===== src/rtl/current_pi_regulator.sv =====
// rtl/current_pi_regulator.sv - dual d/q-axis PI current regulator with one shared multiplier
// Four products per update (err_d*kp, err_d*ki, err_q*kp, err_q*ki), clamped integrators for anti-windup.
module current_pi_regulator #(
  parameter int DATA_WIDTH = 16,
  parameter int GAIN_FRAC  = 12
) (
  input  logic                         sys_clk,
  input  logic                         reset_n,
  input  logic                         calc_enable_in,
  input  logic                         integ_clear_in,
  input  logic signed [DATA_WIDTH-1:0] current_d_ref_in,
  input  logic signed [DATA_WIDTH-1:0] current_q_ref_in,
  input  logic signed [DATA_WIDTH-1:0] current_d_in,
  input  logic signed [DATA_WIDTH-1:0] current_q_in,
  input  logic signed [DATA_WIDTH-1:0] sin_in,
  input  logic signed [DATA_WIDTH-1:0] cos_in,
  input  logic signed [DATA_WIDTH-1:0] kp_in,
  input  logic signed [DATA_WIDTH-1:0] ki_in,
  input  logic        [DATA_WIDTH-1:0] output_limit_in,
  output logic signed [DATA_WIDTH-1:0] voltage_d_out,
  output logic signed [DATA_WIDTH-1:0] voltage_q_out,
  output logic signed [DATA_WIDTH-1:0] sin_out,
  output logic signed [DATA_WIDTH-1:0] cos_out,
  output logic                         regulation_valid_out,
  output logic                         busy_out
);

  localparam int DW = DATA_WIDTH;
  localparam int EW = DW + 1;
  localparam int PW = EW + DW;
  localparam int SW = PW - GAIN_FRAC;
  localparam int AW = SW + 1;

  typedef enum logic [1:0] {IDLE, MULT, ACC, DONE} state_t;

  state_t               state_q, state_d;
  logic [1:0]           mult_cnt_q, mult_cnt_d;
  logic signed [EW-1:0] d_err_q, d_err_d, q_err_q, q_err_d;
  logic signed [DW-1:0] kp_q, kp_d, ki_q, ki_d;
  logic        [DW-1:0] lim_q, lim_d;
  logic signed [DW-1:0] sin_q, sin_d, cos_q, cos_d;
  logic signed [DW-1:0] d_integ_q, d_integ_d, q_integ_q, q_integ_d;
  logic signed [DW-1:0] d_volt_q, d_volt_d, q_volt_q, q_volt_d;
  logic                 valid_q, valid_d;
  // prod index: 0 = p_d, 1 = i_d, 2 = p_q, 3 = i_q (matches mult_cnt order)
  logic signed [SW-1:0] prod_q [4];
  logic signed [SW-1:0] prod_d [4];

  logic signed [EW-1:0] mult_a;
  logic signed [DW-1:0] mult_b;
  logic signed [PW-1:0] prod_full;
  logic signed [SW-1:0] prod_shift;
  logic signed [AW-1:0] d_integ_sum, q_integ_sum, d_volt_sum, q_volt_sum;
  logic signed [DW-1:0] d_integ_new, q_integ_new;

  function automatic logic signed [DW-1:0] clamp_sym(input logic signed [AW-1:0] x,
                                                     input logic        [DW-1:0] lim);
    logic signed [AW-1:0] hi;
    logic signed [AW-1:0] res;
    hi = $signed(AW'(lim));
    if (x > hi)       res = hi;
    else if (x < -hi) res = -hi;
    else              res = x;
    return DW'(res);
  endfunction

  always_comb begin
    mult_a      = mult_cnt_q[1] ? q_err_q : d_err_q;
    mult_b      = mult_cnt_q[0] ? ki_q : kp_q;
    prod_full   = PW'(mult_a) * PW'(mult_b);
    // arithmetic shift floors toward negative infinity
    prod_shift  = SW'(prod_full >>> GAIN_FRAC);
    d_integ_sum = AW'(d_integ_q) + AW'(prod_q[1]);
    q_integ_sum = AW'(q_integ_q) + AW'(prod_q[3]);
    d_integ_new = clamp_sym(d_integ_sum, lim_q);
    q_integ_new = clamp_sym(q_integ_sum, lim_q);
    d_volt_sum  = AW'(prod_q[0]) + AW'(d_integ_new);
    q_volt_sum  = AW'(prod_q[2]) + AW'(q_integ_new);
  end

  always_comb begin
    state_d    = state_q;
    mult_cnt_d = mult_cnt_q;
    d_err_d    = d_err_q;
    q_err_d    = q_err_q;
    kp_d       = kp_q;
    ki_d       = ki_q;
    lim_d      = lim_q;
    sin_d      = sin_q;
    cos_d      = cos_q;
    d_integ_d  = d_integ_q;
    q_integ_d  = q_integ_q;
    d_volt_d   = d_volt_q;
    q_volt_d   = q_volt_q;
    valid_d    = 1'b0;
    for (int i = 0; i < 4; i++) prod_d[i] = prod_q[i];

    if (integ_clear_in) begin
      state_d    = IDLE;
      mult_cnt_d = 2'd0;
      d_integ_d  = '0;
      q_integ_d  = '0;
      d_volt_d   = '0;
      q_volt_d   = '0;
    end else begin
      case (state_q)
        IDLE: begin
          if (calc_enable_in) begin
            state_d    = MULT;
            mult_cnt_d = 2'd0;
            d_err_d    = EW'(current_d_ref_in) - EW'(current_d_in);
            q_err_d    = EW'(current_q_ref_in) - EW'(current_q_in);
            kp_d       = kp_in;
            ki_d       = ki_in;
            lim_d      = output_limit_in[DW-1] ? {1'b0, {(DW-1){1'b1}}} : output_limit_in;
            sin_d      = sin_in;
            cos_d      = cos_in;
          end
        end
        MULT: begin
          prod_d[mult_cnt_q] = prod_shift;
          mult_cnt_d         = mult_cnt_q + 2'd1;
          if (mult_cnt_q == 2'd3) state_d = ACC;
        end
        ACC: begin
          d_integ_d = d_integ_new;
          q_integ_d = q_integ_new;
          d_volt_d  = clamp_sym(d_volt_sum, lim_q);
          q_volt_d  = clamp_sym(q_volt_sum, lim_q);
          state_d   = DONE;
        end
        DONE: begin
          valid_d = 1'b1;
          state_d = IDLE;
        end
        default: state_d = IDLE;
      endcase
    end
  end

  always_ff @(posedge sys_clk or negedge reset_n) begin
    if (!reset_n) begin
      state_q    <= IDLE;
      mult_cnt_q <= 2'd0;
      d_err_q    <= '0;
      q_err_q    <= '0;
      kp_q       <= '0;
      ki_q       <= '0;
      lim_q      <= '0;
      sin_q      <= '0;
      cos_q      <= '0;
      d_integ_q  <= '0;
      q_integ_q  <= '0;
      d_volt_q   <= '0;
      q_volt_q   <= '0;
      valid_q    <= 1'b0;
      for (int i = 0; i < 4; i++) prod_q[i] <= '0;
    end else begin
      state_q    <= state_d;
      mult_cnt_q <= mult_cnt_d;
      d_err_q    <= d_err_d;
      q_err_q    <= q_err_d;
      kp_q       <= kp_d;
      ki_q       <= ki_d;
      lim_q      <= lim_d;
      sin_q      <= sin_d;
      cos_q      <= cos_d;
      d_integ_q  <= d_integ_d;
      q_integ_q  <= q_integ_d;
      d_volt_q   <= d_volt_d;
      q_volt_q   <= q_volt_d;
      valid_q    <= valid_d;
      for (int i = 0; i < 4; i++) prod_q[i] <= prod_d[i];
    end
  end

  assign voltage_d_out        = d_volt_q;
  assign voltage_q_out        = q_volt_q;
  assign sin_out              = sin_q;
  assign cos_out              = cos_q;
  assign regulation_valid_out = valid_q;
  assign busy_out             = (state_q != IDLE);

endmodule


===== config.mk =====
export PLATFORM = sky130hd
export DESIGN_NAME = current_pi_regulator
export DESIGN_NICKNAME = d
export VERILOG_FILES = /design/src/rtl/current_pi_regulator.sv
export SDC_FILE = /design/constraint.sdc
export NUM_CORES = 2
export LEC_CHECK = 0
export BUFFER_PORTS_ARGS = -buffer_cell sky130_fd_sc_hd__buf_4
export CAP_MARGIN = 0
export CORE_ASPECT_RATIO = 0.6
export CORE_MARGIN = 2
export CORE_UTILIZATION = 45
export DETAILED_ROUTE_END_ITERATION = 10
export GPL_TIMING_DRIVEN = 0
export PLACE_DENSITY = 0.63
export SETUP_SLACK_MARGIN = 0.5
export SLEW_MARGIN = 20
export SYNTH_ARGS = -nofsm -noshare
export SYNTH_HDL_FRONTEND = slang
export SYNTH_SLANG_ARGS = --single-unit

===== constraint.sdc =====
create_clock -name sys_clk -period 9.5 [get_ports sys_clk]
set_input_delay 2.85 -clock sys_clk [delete_from_list [all_inputs] [get_ports sys_clk]]
set_output_delay 2.85 -clock sys_clk [all_outputs]
set_load 0.01 [all_outputs]

==> summary.md <==
| Metric | Value |
|---|---|
| Tcrit/Tclk final | `104%` |
| # IOs | `214` |
| Slew @ Worst Pin | `1.25 ns` |
| # rows | `73` |
| Netlist cell types | `86` |
| Yosys reg bits | `266` |
| Detail Route Antenna Nets | `0` |
| Ys flop type | `dfrtp_1` |
| Synth top area share | `a little over a fifth` |
| Worst-skew pair later-pin latency | `0.67 ns` |
| Syn Area/Cell | `about 9 µm²` |
| Die height | `206 µm` |
| H-Tree Depth | `1` |
| Clock sinks | `266` |
| DR WL/cell | `24.1 µm` |
| NumNets Final | `4528` |
| DRC violations left | `0` |
| RSZ-0062 raised after global routing | `true` |
| P&R area growth vs syn | `21.8%` |
| Skew final | `0.0688 ns` |
| Top Family by Delay on Critical Path | `compound AO/OA/AOI/OAI gates` |
| Routed WL | `between 100000 and 150000 µm` |
| CP startpoint kind | `flop` |
| Wire length on met3 | `18400 µm` |
| Post-synth EDFFs | `0` |
| Synth top area cells | `dfrtp_1 22%, fa_1 18%, ha_1 14%, inv_1 5.2%, nand2_1 4.9%` |
| Post-Syn Instances | `about 3400` |
| Number of max-cap violations | `0` |
| Yosys warnings | `0` |
| WP buf/inv | `6` |
| Total gr overflow | `0` |
| Clock Path Buffers | `3` |
| Layout cells sized above 1 | `20.0%` |
| Routability cong. | `1.02` |
| Fin crit period | `9.89 ns` |
| TritonCTS clock tree | `yes` |
| CP arrival | `around 10 ns` |
| Violated checks | `negative setup slack` |
| Metal-1 WL | `between 50000 and 60000 µm` |
| Pins over their slew limit | `0` |
| Wire length on met2 | `38700 µm` |
| Max incr delay on CP | `roughly 0.54 ns` |
| Port bufs | `213` |
| Die width | `around 340 µm` |
| Fin. Hold Viols | `0` |
| DR vias | `27400` |
| Synthesized area | `30600 µm²` |
| Vias in the first global route | `25500` |
| Global Route Usage Sum | `31.4%` |
| Syn_nets | `~4200` |
| WHS | `between 0.4 and 0.5 ns` |
| Leading area contributor after synthesis | `dfrtp_1` |
| CP endpoint kind | `flop` |
| Top layer reached by signal wires | `met5` |
| 1st-iter DRT viols | `2923` |
| WP data required | `a little over 10 ns` |
| Final setup viols | `16` |
| Clk pin slew, worst setup/hold paths | `0.07 ns` |
| FFs w/ async S/R, synth | `100%` |
| # fillers | `6128` |
| Sequential area share after synthesis | `~22%` |
| DRT Pass-1 Iters | `6` |
| Critical path's slowest cell | `or4_4` |
| Final WS setup | `-0.393 ns` |
| Highest attainable clock frequency | `between 100 and 150 MHz` |
| Worst Hold Class | `flop to flop` |
| CP Class | `flop to flop` |
| Die ar. | `70100 µm²` |
| TritonCTS Buffers | `30` |
| Initial Util | `45.8%` |
| Antenna violations before repair | `0` |
| Hpwl dp | `89600 µm` |
| Placeable core region | `66700 µm²` |
| First-pass GRT wire length | `164000 µm` |
| Vias per cell | `around 6` |
| Largest net degree at the start of global routing | `93` |
| Critical path peak fanout | `5` |
| Status | `finished, violations left` |
| CTS Root Cell | `clkbuf_16` |
| Slew Limit Headroom | `14.4%` |
[metrics by stage]
step / util [%] / area [µm²] / setup TNS [ns] / cells / setup slack, ns
2_1_floorplan: - / 30600 / 0 / 3403 / 0.880
4_1_cts: 54.7 / 36500 / 0 / 4649 / 0.0645
3_5_place_dp: 50.1 / 33400 / -106.29 / 4519 / -3.89
3_3_place_gp: 49.9 / 33300 / -127.92 / 4516 / -4.51
5_1_grt: 55.8 / 37200 / -7.31 / 4670 / -0.482
6_report: 55.8 / 37200 / -5.50 / 4671 / -0.393
[metal layers]
metal  track usage (%)  vias to the layer above
met1              49.5                    13400
met2              36.8                     1493
met4              4.72                        2
met3              16.3                      144
met5                 0                        -
li1                  -                    12300
[cells in the mapped netlist, types with 34 or more instances]
| cell | number |
|---|---|
| inv_1 | 420 |
| nand2_1 | 395 |
| ha_1 | 351 |
| fa_1 | 281 |
| nor2_1 | 271 |
| dfrtp_1 | 266 |
| o21ai_0 | 219 |
| a21oi_1 | 144 |
| mux2_2 | 103 |
| clkbuf_1 | 94 |
| xnor2_1 | 88 |
| nor3_1 | 71 |
| mux2i_1 | 68 |
| a21o_1 | 67 |
| nand3_1 | 38 |
| nor2b_1 | 37 |
| o21a_1 | 34 |
[cells in the final DEF, fill, tap and decap left out, types with 12 or more instances in the layout]
cell / count
a211oi_1: 15
a21o_1: 67
a21oi_1: 116
a21oi_2: 19
a221o_1: 19
a311oi_1: 13
and2_1: 15
and3_1: 22
buf_4: 296
buf_6: 13
clkbuf_1: 76
clkbuf_16: 33
dfrtp_1: 265
fa_1: 278
ha_1: 332
ha_4: 13
inv_1: 415
mux2_2: 103
mux2i_1: 36
mux2i_2: 17
mux2i_4: 15
nand2_1: 391
nand2b_1: 28
nand3_1: 35
nand4_1: 27
nor2_1: 263
nor2b_1: 34
nor3_1: 64
o21a_1: 33
o21ai_0: 183
o21ai_1: 25
o21ai_2: 15
o21bai_1: 18
o31ai_1: 12
or3_1: 12
xnor2_1: 64
xnor2_2: 20
xor2_1: 20
[worst reg2reg max path: cells and delay by family, from the launching register on]
| family | cells | cell delay, ns |
|---|---|---|
| flip-flops | 1 | 0.43 |
| AO/OA/AOI/OAI | 20 | 4.54 |
| XOR/XNOR | 2 | 0.39 |
| AND/OR/NAND/NOR | 11 | 2.34 |
| buffers and inverters | 6 | 0.94 |
| adder cells (fa/ha/maj) | 4 | 1.20 |
[flip-flops by register name (all words and copies together) (netlist names)]
register	flops
voltage_d_out	16
regulation_valid_out	1
lim_q	15
prod_q	84
state_q	2
kp_q	16
mult_cnt_q	2
d_integ_q	16
sin_out	16
ki_q	16
d_err_q	17
voltage_q_out	16
q_err_q	17
cos_out	16
q_integ_q	16
[final timing paths]
path                                        from                 to  slack [ns]  cells past startpoint
max in group asynchronous                reset_n         prod_q[81]        6.34                      3
worst min register to register  voltage_d_out[7]   voltage_d_out[7]        0.48                      2
worst max register to register        prod_q[43]  voltage_d_out[11]       -0.39                     43
min in group asynchronous                reset_n         q_err_q[4]        1.98                      1
worst max-delay path                  prod_q[43]  voltage_d_out[11]       -0.39                     43
worst min-delay path            voltage_d_out[7]   voltage_d_out[7]        0.48                      2
[logic make-up after synthesis]
group           synth area share [%]
compound gates                  15.0
xor+xnor                        3.32
fa+ha+maj                       32.8
buf+inv                         6.64
flops                           21.8
mux                             6.02
simple gates                    14.5
[timing repair]
item	in CTS	in global routing
buffers inserted	75	19
resized for setup	288	137
gates cloned	1	2
setup endpoints to repair	59	52
hold buffers	0	0
pin swaps	68	68
[final cells by class]
cell class,instances,area (µm²),share of cell area [%]
repair buffers,313,2550,6.84
inverters,424,1600,4.30
flip-flops and latches,266,6660,17.9
clock buffers,36,803,2.16
plain buffers,111,656,1.76
well taps,900,1130,3.03
diodes,1,2.50,0.00672
multi-input cells,2602,23600,63.4
clock inverters,18,235,0.632
Power is not shown: default switching activity piles up to over one toggle a cycle in this logic, so the estimate is an artifact.
